`src/rtl/register_file_pkg.sv`:
```
// Shared processor constants: datapath width, register address width and the
// hard-wired zero register index, also used by the ALU-source mux and control unit.
package register_file_pkg;

   localparam int RF_WIDTH    = 16;
   localparam int RF_ADDR_W   = 4;
   localparam int RF_ZERO_REG = 0;

endpackage

```
`src/rtl/register_file_if.sv`:
```
// Register file access bus: one write port and two registered read ports.
interface register_file_if
   import register_file_pkg::*;
#(
   parameter int WIDTH  = RF_WIDTH,
   parameter int ADDR_W = RF_ADDR_W
) ();

   logic              RegWrite;
   logic [ADDR_W-1:0] WriteReg;
   logic [WIDTH-1:0]  WriteData;
   logic [ADDR_W-1:0] ReadReg1;
   logic [ADDR_W-1:0] ReadReg2;
   logic [WIDTH-1:0]  ReadData1;
   logic [WIDTH-1:0]  ReadData2;

   modport master (
      output RegWrite, WriteReg, WriteData, ReadReg1, ReadReg2,
      input  ReadData1, ReadData2
   );

   modport slave (
      input  RegWrite, WriteReg, WriteData, ReadReg1, ReadReg2,
      output ReadData1, ReadData2
   );

endinterface

```
`src/rtl/register_file.sv`:
```
// 2**ADDR_W x WIDTH register file with a hard-wired zero register, one write port
// and two registered, write-first read ports.
module register_file
   import register_file_pkg::*;
#(
   parameter int WIDTH  = RF_WIDTH,
   parameter int ADDR_W = RF_ADDR_W
)
(
   input logic            CLK,
   input logic            Reset,
   register_file_if.slave bus
);

   localparam int                DEPTH     = 2**ADDR_W;
   localparam logic [ADDR_W-1:0] ZERO_ADDR = ADDR_W'(RF_ZERO_REG);

   logic [WIDTH-1:0] r_regs [DEPTH];
   logic [WIDTH-1:0] r_rd1;
   logic [WIDTH-1:0] r_rd2;
   logic             w_wr_en;
   logic [WIDTH-1:0] w_rd1;
   logic [WIDTH-1:0] w_rd2;

   assign w_wr_en = bus.RegWrite && (bus.WriteReg != ZERO_ADDR);

   // Write-first: a same-edge write to the addressed register wins over stored data.
   function automatic logic [WIDTH-1:0] read_sel(input logic [ADDR_W-1:0] addr);
      if (addr == ZERO_ADDR)
         return '0;
      else if (w_wr_en && (bus.WriteReg == addr))
         return bus.WriteData;
      else
         return r_regs[addr];
   endfunction

   always_comb begin
      w_rd1 = read_sel(bus.ReadReg1);
      w_rd2 = read_sel(bus.ReadReg2);
   end

   // Entry 0 is never written, so it stays at its reset value.
   always_ff @(posedge CLK or posedge Reset) begin
      if (Reset) begin
         for (int i = 0; i < DEPTH; i++)
            r_regs[i] <= '0;
      end else if (w_wr_en) begin
         r_regs[bus.WriteReg] <= bus.WriteData;
      end
   end

   always_ff @(posedge CLK or posedge Reset) begin
      if (Reset) begin
         r_rd1 <= '0;
         r_rd2 <= '0;
      end else begin
         r_rd1 <= w_rd1;
         r_rd2 <= w_rd2;
      end
   end

   assign bus.ReadData1 = r_rd1;
   assign bus.ReadData2 = r_rd2;

endmodule

```
`src/flat_wrapper.sv`:
```
// flat-port wrapper written by rule: the top's interface ports become plain ports
module register_file_flat import register_file_pkg::*;
#(
   parameter int WIDTH  = RF_WIDTH,
   parameter int ADDR_W = RF_ADDR_W
)
  (CLK, Reset, bus_RegWrite, bus_WriteReg, bus_WriteData, bus_ReadReg1, bus_ReadReg2, bus_ReadData1, bus_ReadData2);
  register_file_if #(.WIDTH(WIDTH), .ADDR_W(ADDR_W)) bus_i ();
  input logic CLK;
  input logic Reset;
  input wire logic [$bits(bus_i.RegWrite)-1:0] bus_RegWrite;
  input wire logic [$bits(bus_i.WriteReg)-1:0] bus_WriteReg;
  input wire logic [$bits(bus_i.WriteData)-1:0] bus_WriteData;
  input wire logic [$bits(bus_i.ReadReg1)-1:0] bus_ReadReg1;
  input wire logic [$bits(bus_i.ReadReg2)-1:0] bus_ReadReg2;
  output wire logic [$bits(bus_i.ReadData1)-1:0] bus_ReadData1;
  output wire logic [$bits(bus_i.ReadData2)-1:0] bus_ReadData2;
  assign bus_i.RegWrite = bus_RegWrite;
  assign bus_i.WriteReg = bus_WriteReg;
  assign bus_i.WriteData = bus_WriteData;
  assign bus_i.ReadReg1 = bus_ReadReg1;
  assign bus_i.ReadReg2 = bus_ReadReg2;
  assign bus_ReadData1 = bus_i.ReadData1;
  assign bus_ReadData2 = bus_i.ReadData2;
  register_file #(.WIDTH(WIDTH), .ADDR_W(ADDR_W)) u_core (.CLK(CLK), .Reset(Reset), .bus(bus_i));
endmodule
```
`config.mk`:
```
export PLATFORM = sky130hd
export DESIGN_NAME = register_file_flat
export DESIGN_NICKNAME = d
export VERILOG_FILES = /design/src/rtl/register_file_pkg.sv /design/src/rtl/register_file_if.sv /design/src/rtl/register_file.sv /design/src/flat_wrapper.sv
export SDC_FILE = /design/constraint.sdc
export NUM_CORES = 1
export LEC_CHECK = 0
export ABC_AREA = 0
export ABC_CLOCK_PERIOD_IN_PS = 28100
export BUFFER_PORTS_ARGS = -buffer_cell sky130_fd_sc_hd__buf_2
export CORE_ASPECT_RATIO = 1.75
export CORE_UTILIZATION = 55
export DETAILED_ROUTE_END_ITERATION = 8
export MAX_ROUTING_LAYER = met4
export PLACE_DENSITY = 0.79
export SYNTH_ARGS = -nofsm -noshare
export SYNTH_HDL_FRONTEND = slang
export SYNTH_SLANG_ARGS = --single-unit
export TNS_END_PERCENT = 30
```
`constraint.sdc`:
```
create_clock -name CLK -period 28.1 [get_ports CLK]
set_input_delay 4.215 -clock CLK [delete_from_list [all_inputs] [get_ports CLK]]
set_output_delay 4.215 -clock CLK [all_outputs]
set_load 0.02 [all_outputs]
```
; ---- Yosys cells after proc, flatten, opt, wreduce, memory -nomap -nowiden
; Cells that the tools add are included.
[totals]
regBits = 288
out_inout_bits = 32
elab_cells = 47
[classes]
order_cmp = 4
eq_ne = 2
mux = 13
bitwise_logic = 3
reduce_logical = 7
[ops]
columns = operator, count
row1 = $bwmux 256, 1
row2 = $mux 16, 9
row3 = $bmux 16 s4, 2
row4 = $demux 16 s4, 1
row5 = $ge 5x5->1 const B, 3
row6 = $not 4->5, 3
row7 = $eq 4x4->1, 2
row8 = $logic_not 4->1, 2
row9 = $lt 5x1->1 const B, 1
row10 = $logic_and 1x1->1, 4
row11 = $reduce_bool 4->1, 1

; ---- Depth between registers and ports, before layout
; Gate-level depths: netlist of run 1.
[depth]
word_depth = 6
depth_mapped = 7
depth_no_buf = 4

; ---- Least setup slack after synthesis of run 1
; Ideal clock, no wire load.
[synth_path]
kind = input -> register
startpoint = input port bus_ReadReg1[2]
endpoint = register u_core.r_rd1[10], in the netlist u_core.bus.ReadData1[10]
setup_ns = 0.121
t_arrival_ns = 5.488
required_ns = 27.979
setup_slack_ns = 22.491
cell_stages = 6
n_path_buf = 2
cell_sequence = buf_2 clkbuf_1 mux4_2 a22oi_1 nand2_1 a22o_1
[synth_via]
elab_chain_len = 6
word_cells_on_any_way = 9
[synth_rtl]
columns = element, line
row1 = start: declaration, flat_wrapper.sv:14  ; input wire logic [$bits(bus_i.ReadReg1)-1:0] bus_ReadReg1;
row2 = $not 4->5 (not written as such), register_file.sv:34  ; return r_regs[addr];
row3 = $bmux 16 s4, register_file.sv:34
row4 = $mux 16 (not written as such) (2 in a row), register_file.sv:34
row5 = $mux 16, register_file.sv:31  ; else if (w_wr_en && (bus.WriteReg == addr))
row6 = $mux 16 *, register_file.sv:29  ; if (addr == ZERO_ADDR)
row7 = via u_core.w_rd1[10], register_file.sv:22  ; logic [WIDTH-1:0] w_rd1;
row8 = end signal: assignment, register_file.sv:57  ; r_rd1 <= w_rd1;
row9 = end: declaration, register_file.sv:19  ; logic [WIDTH-1:0] r_rd1;
; The timed path passes the listed nets; every way through them passes the cells marked *. The select of a mux whose other input is x is not followed.
; A chain may end at the register's enable or synchronous reset.

; ---- Worst setup path after layout of run 1
[layout_path]
startpoint = input port bus_ReadReg2[0]
endpoint = register u_core.r_rd2[15], in the netlist u_core.bus.ReadData2[15]
[layout_via]
elab_chain_len = 6
word_cells_on_any_way = 9
[layout_rtl]
columns = element, line
row1 = start: declaration, flat_wrapper.sv:15  ; input wire logic [$bits(bus_i.ReadReg2)-1:0] bus_ReadReg2;
row2 = $not 4->5 (not written as such), register_file.sv:34
row3 = $bmux 16 s4, register_file.sv:34
row4 = $mux 16 (not written as such) (2 in a row), register_file.sv:34
row5 = $mux 16, register_file.sv:31
row6 = $mux 16 *, register_file.sv:29
row7 = via u_core.w_rd2[15], register_file.sv:23  ; logic [WIDTH-1:0] w_rd2;
row8 = end signal: assignment, register_file.sv:58  ; r_rd2 <= w_rd2;
row9 = end: declaration, register_file.sv:20  ; logic [WIDTH-1:0] r_rd2;
; Marks and branches as above.

==> impl_metrics.py, run 1 <==
metrics = {
    "outcome": {
        "run_status": "finished with violations",
        "violated_checks": "DRC",
    },
    "global_routing": {
        "antenna_violations_before_repair": 3,
        "grt.total_usage_pct": 30.7,
        "vias_in_the_first_global_route": 9553,
        "grt_first_pass_wirelength_mm": 59.7,
        "pin_count_of_the_biggest_net_entering_global_routing": 142,
        "grt.overflow.total": 0,
    },
    "logic_synthesis": {
        "synth_top_cell_by_area": "dfrtp_1",
        "post_synth_xor_xnor_area_pct": 0.478,
        "ys.warnings.count": 0,
        "cell_count_after_synthesis": 945,
        "synth_top_family_by_area": "multiplexers",
        "synthAdderAreaFrac_pct": 0,
        "ffs_w_async_s_r_synth_pct": 100,
        "synth-simple-area-share_pct": 2.95,
        "ys_seq_elements": 288,
        "synth_ff_type": "dfrtp_1",
        "synth_compound_area_share_pct": 5.17,
        "synth_edf_count": 0,
        "synth.lib_cells_used.distinct": 29,
        "synth_top_cells_by_area": "dfrtp_1, mux4_2, mux2_2",
        "post-synth-top-area-fraction_pct": 49.1,
        "avgSynthCellArea_sq_um": 15.5,
        "mappedNetlistNets": 976,
        "syn_area_sq_um": 14700,
        "yosysSeqAreaShare_pct": 49.1,
        "synth.mux.area_fraction_pct": 38.6,
    },
    "timing": {
        "grt_setup_unrepaired": "false",
        "setup_viol": 0,
        "timing.final.crit_share_pct": 22.5,
        "final_max_slew_viol_count": 0,
        "maxClockFrequency_mhz": 158,
        "tightestPinTransition_ns": 1.21,
        "finalHoldWorstSlack_ns": 0.397,
        "setup_tns_ns": 0,
        "fin_worst_skew_ns": 0.0155,
        "worst_slack_ns": 21.77,
        "maxSlewHeadroom_pct": 18.8,
        "post-route-min-period_ns": 6.33,
        "hold_viol_final": 0,
    },
    "placement": {
        "port_buffers": 62,
        "detailedPlacementHpwl_mm": 23.5,
        "preCtsSetupSlack_ns": 21.17,
        "global_placement_routability_congestion": 0.837,
        "dpl-instance-area_sq_um": 15100,
    },
    "critical_path": {
        "worst-path-max-fanout": 34,
        "timing.critical_path.from_type": "input pin",
        "rrSetupSlack_ns": 26.45,
        "cp_data_arrival_time_ns": 6.82,
        "worstReg2RegStart": "u_core.r_regs[78]$_DFFE_PP0P_",
        "rr_worst_depth": 4,
        "required_time_at_the_worst_slack_endpoint_ns": 28.59,
        "worstSetupPathType": "input pin to flip-flop",
        "worstSetupEndpointType": "flip-flop",
        "reg2reg_to": "u_core.bus.ReadData2[14]$_DFF_PP0_",
    },
    "floorplanning": {
        "die_area_sq_um": 27400,
        "fp.dieH_um": 218,
        "core_region_area_sq_um": 26100,
        "floorplan_row_count": 78,
        "floorplan.die.width_um": 125,
        "initial_utilization_pct": 56.3,
        "io_pins": 63,
    },
    "layout": {
        "regArea_sq_um": 7210,
        "synth_to_final_area_change_pct": 8.88,
        "n_fill_cell": 1885,
        "total_area_of_multi_input_combinational_cells_sq_um": 6940,
        "design_area_sq_um": 16000,
        "proportion_of_layout_cells_with_a_drive_suffix_above_1_pct": 47.8,
        "finish.net_count": 991,
    },
    "drt": {
        "routed_wire_length_per_instance_um": 29.6,
        "post-route-drc-count": 8,
        "drt_iter0_markers": 934,
        "routed.top_layer": "met4",
        "detailed_routing_wirelength_on_met1_mm": 14.5,
        "finalWirelength_mm": 38.5,
        "drtPass1Iterations": 7,
        "met3WireLength_mm": 2.40,
        "route.detailed.vias_per_inst": 6.97,
        "antenna_left": 0,
        "route.vias.total": 9077,
        "met2_wirelength_mm": 19.4,
    },
    "power": {
        "power.leakage_nw": 6.91,
        "ir_drop_mv": 0.0570,
        "fin_total_pwr_mw": 1.21,
        "p_per_area_nw_per_um2": 75.8,
    },
    "clock_network": {
        "cts.repair.resized": 0,
        "cts.repair_timing.setup_buffer_count": 0,
        "hold_buffers": 0,
        "cts-root-to-sink-buffers": 3,
        "clock_sink_total": 288,
        "cts-buffers-inserted": 27,
        "clockRootBuffer": "clkbuf_16",
        "clk_latency_ns": 0.56,
        "cts_tree": "done",
        "cts_htree_levels": 1,
        "clkTransAtPathRegs_ns": 0.07,
    },
    "flow_run": {
        "drv.max_cap_violation_count": 0,
    },
    "worst_hold_path": {
        "worst_hold_path.num_cells": 0,
        "worst_hold_path.endpoint": "u_core.r_regs[243]$_DFFE_PP0P_",
        "min_path_type": "flip-flop to flip-flop",
        "hold_start": "u_core.r_regs[243]$_DFFE_PP0P_",
    },
}
stage by stage:
step           cells  utilization (%)
6_report        1303             61.3
4_1_cts         1301             61.3
2_1_floorplan    945                -
3_5_place_dp    1251             57.9
5_1_grt         1303             61.3
3_3_place_gp    1250             57.8
registers in the layout, summed over array words and instances (netlist names):
| signal | flops |
|---|---|
| u_core.bus.ReadData2 | 16 |
| u_core.bus.ReadData1 | 16 |
| u_core.r_regs | 256 |
cell families after synthesis:
kind of cell,Yosys count
buffers and inverters,104
flip-flops,288
XOR/XNOR,8
AND/OR/NAND/NOR,83
AO/OA/AOI/OAI,94
multiplexers,368
worst max-delay path by stage:
stage / start / to
after floorplan: Reset / u_core.bus.ReadData1[0]$_DFF_PP0_
after global placement: bus_ReadReg2[0] / u_core.bus.ReadData2[10]$_DFF_PP0_
after detailed placement: bus_ReadReg2[0] / u_core.bus.ReadData2[2]$_DFF_PP0_
after CTS: bus_ReadReg2[0] / u_core.bus.ReadData2[10]$_DFF_PP0_
after global routing: bus_ReadReg1[0] / u_core.bus.ReadData1[8]$_DFF_PP0_
final: bus_ReadReg2[0] / u_core.bus.ReadData2[15]$_DFF_PP0_
cells in the mapped netlist, types with 9 or more instances:
cell type and number:
a22o_1 32, a22oi_1 59, buf_2 31, buf_4 10
buf_6 10, clkbuf_1 49, dfrtp_1 288, mux2_1 58
mux2_2 162, mux2_4 20, mux4_2 128, nand2_1 35
nand3_1 12, nor2_1 9
worst max-delay path, cell delays in order:
cell       delay, ns
buf_4           0.53
buf_4           0.68
xnor2_1         0.14
nand3_1         0.14
a2bb2oi_2       0.81
a22o_1          0.27
where the power goes:
part / total [mW] / internal (mW) / switching, mW
logic: 0.265 / 0.158 / 0.107
registers: 0.578 / 0.507 / 0.0713
clock network: 0.367 / 0.197 / 0.171
cell usage in the layout (no fill, tap or decap), drive strengths merged, types with 10 or more instances in the layout:
cell type,count
mux4,128
a22oi,59
buf,89
clkbuf,31
nand3,13
dfrtp,288
a22o,32
clkinv,10
nor2,15
nand2,35
mux2,240
final cells by class:
cell class,count,area share (%)
Timing Repair Buffer,89,3.29
Inverter,1,0.0705
Sequential cell,288,45.1
Tap cell,320,2.51
Clock inverter,19,1.01
Clock buffer,31,4.51
Antenna cell,2,0.0313
Multi-Input combinational cell,553,43.5
metal layers:
| layer | GRT usage [%] | up-vias |
|---|---|---|
| met3 | 3.70 | 135 |
| met4 | 17.3 | 0 |
| met1 | 38.3 | 4861 |
| met2 | 49.0 | 428 |
| met5 | - | - |
| li1 | - | 3653 |
(Power assumes the default switching activity.)
==> inputs of run 2 (changes only) <==
- ABC_CLOCK_PERIOD_IN_PS: 28100 -> 6100
- clock period: 28.1 -> 6.1 ns (I/O delays scaled with it)
==> run 2 against run 1 <==
The flow still finishes with violations (DRC). Clock-buffer cell count up 9. Final cell count about the same. Critical endpoint is now u_core.bus.ReadData1[7]$_DFF_PP0_. Largest cell class unchanged. Register-to-register slack worse by 22 ns. Combinational power rose to 4.6 times the previous value. Via count up 0.57%. Largest power group unchanged.
==> impl_metrics.py, run 2 (same netlist as run 1, synthesis figures left out) <==
metrics = {
    "layout": {
        "finish.net_count": 994,
        "regArea_sq_um": 7210,
        "proportion_of_layout_cells_with_a_drive_suffix_above_1_pct": 47.1,
        "synth_to_final_area_change_pct": 9.13,
        "design_area_sq_um": 16000,
        "n_fill_cell": 1915,
        "most_common_cell_after_layout_fill_and_taps_aside": "dfrtp_1",
        "most-common-layout-cells": "dfrtp_1, mux2_2, mux4_2",
        "post-route-util_pct": 61.4,
        "largest_register_ffs": 256,
        "register_containing_the_most_flip_flops_in_the_final_layout": "u_core.r_regs",
        "total_area_of_multi_input_combinational_cells_sq_um": 6930,
        "final_cells": 1302,
    },
    "critical_path": {
        "worst-path-max-fanout": 29,
        "required_time_at_the_worst_slack_endpoint_ns": 6.57,
        "critical_path.slowest_cell": "nor2_2",
        "timing.critical_path.from_type": "input pin",
        "worstSetupEndpointType": "flip-flop",
        "path_delay_family": "buffers and inverters",
        "worstPathBufferInverterCount": 2,
        "worst_path_largest_cell_delay_ns": 0.90,
        "worstSetupPathType": "input pin to flip-flop",
        "cp_data_arrival_time_ns": 3.66,
        "cell_by_cell_trace_of_the_critical_path": "buf_2 -> buf_4 -> xnor2_1 -> nand3_1 -> nor2_2 -> a22o_1",
    },
    "timing": {
        "grt_setup_unrepaired": "false",
        "fin_worst_skew_ns": 0.0119,
        "hold_viol_final": 0,
        "setup_tns_ns": 0,
        "tightestPinTransition_ns": 1.20,
        "final_max_slew_viol_count": 0,
        "finalHoldWorstSlack_ns": 0.365,
        "maxSlewHeadroom_pct": 20.1,
        "setup_viol": 0,
        "maxClockFrequency_mhz": 314,
        "timing.final.crit_share_pct": 52.3,
        "post-route-min-period_ns": 3.19,
    },
    "clock_network": {
        "hold_buffers": 0,
        "cts.repair.resized": 0,
        "clk_latency_ns": 0.55,
        "cts.repair_timing.setup_buffer_count": 0,
        "cts_htree_levels": 1,
        "cts-root-to-sink-buffers": 3,
        "clkTransAtPathRegs_ns": 0.06,
        "cts_tree": "done",
        "clockRootBuffer": "clkbuf_16",
        "clock_sink_total": 288,
        "cts-buffers-inserted": 28,
    },
    "global_routing": {
        "vias_in_the_first_global_route": 9522,
        "grt.overflow.total": 0,
        "grt.total_usage_pct": 30.9,
        "pin_count_of_the_biggest_net_entering_global_routing": 154,
        "antenna_violations_before_repair": 1,
        "grt_first_pass_wirelength_mm": 59.9,
    },
    "drt": {
        "finalWirelength_mm": 39.4,
        "antenna_left": 0,
        "route.detailed.vias_per_inst": 7.01,
        "drt_iter0_markers": 827,
        "routed_wire_length_per_instance_um": 30.3,
        "drtPass1Iterations": 7,
        "post-route-drc-count": 5,
        "route.vias.total": 9129,
    },
    "power": {
        "p_per_area_nw_per_um2": 350,
        "power.leakage_nw": 6.93,
        "ir_drop_mv": 0.225,
    },
    "floorplanning": {
        "floorplan.die.width_um": 125,
        "floorplan_row_count": 78,
        "io_pins": 63,
        "fp.dieH_um": 218,
        "die_area_sq_um": 27400,
        "core_region_area_sq_um": 26100,
        "initial_utilization_pct": 56.3,
    },
    "placement": {
        "port_buffers": 62,
        "detailedPlacementHpwl_mm": 24.5,
        "dpl-instance-area_sq_um": 15100,
        "numPlacedInstances": 1253,
        "global_placement_routability_congestion": 0.848,
    },
    "worst_hold_path": {
        "min_path_type": "input pin to async pin",
    },
    "outcome": {
        "violated_checks": "DRC",
        "run_status": "finished with violations",
    },
    "flow_run": {
        "drv.max_cap_violation_count": 0,
    },
}
[run 2: routing by layer]
metal	vias up	GRT usage, %	part of all wire [%]
met2	464	49.2	50
met1	4886	39.0	37
li1	3658	-	-
met5	-	-	0
met3	121	4.39	7.6
met4	0	15.5	5.3
[run 2: worst register-to-register path: stages (launching register included)]
cell	delay, ns
dfrtp_1	0.40
mux4_2	0.47
a22oi_1	0.25
nand2_1	0.09
a22o_1	0.32
[run 2: path summary, 6_finish.rpt]
check / from / end / slack [ns] / depth (start not counted)
worst min-delay path: Reset / u_core.r_regs[250]$_DFFE_PP0P_ / 0.36 / 2
worst max register to register: u_core.r_regs[73]$_DFFE_PP0P_ / u_core.bus.ReadData2[9]$_DFF_PP0_ / 4.41 / 4
worst max-delay path: bus_ReadReg1[2] / u_core.bus.ReadData1[7]$_DFF_PP0_ / 2.91 / 6
max in group asynchronous: Reset / u_core.r_regs[35]$_DFFE_PP0P_ / 4.57 / 3
min in group CLK: u_core.r_regs[255]$_DFFE_PP0P_ / u_core.r_regs[255]$_DFFE_PP0P_ / 0.40 / 0
worst min register to register: u_core.r_regs[255]$_DFFE_PP0P_ / u_core.r_regs[255]$_DFFE_PP0P_ / 0.40 / 0
[run 2: report_power, final]
part | switching, mW | internal [mW] | leakage [nW] | total, mW
clock | 0.741 | 0.980 | 0.441 | 1.72
sequential | 0.319 | 2.34 | 3.57 | 2.66
combinational | 0.502 | 0.731 | 2.92 | 1.23
total | 1.56 | 4.05 | 6.93 | 5.61
[run 2: cell type report]
cell class | instances | area share, %
flip-flops and latches | 288 | 45.0
multi-input cells | 553 | 43.3
clock buffers | 40 | 5.17
repair buffers | 91 | 3.49
well taps | 320 | 2.50
clock inverters | 8 | 0.461
inverters | 1 | 0.0469
diodes | 1 | 0.0156
[run 2: per-stage QoR]
stage / power [mW] / worst slack (ns)
after global routing: 5.83 / 2.93
after floorplan: 3.54 / 1.37
final: 5.61 / 2.91
after global placement: 3.85 / 2.46
after CTS: 5.62 / 3.01
after detailed placement: 3.91 / 2.44
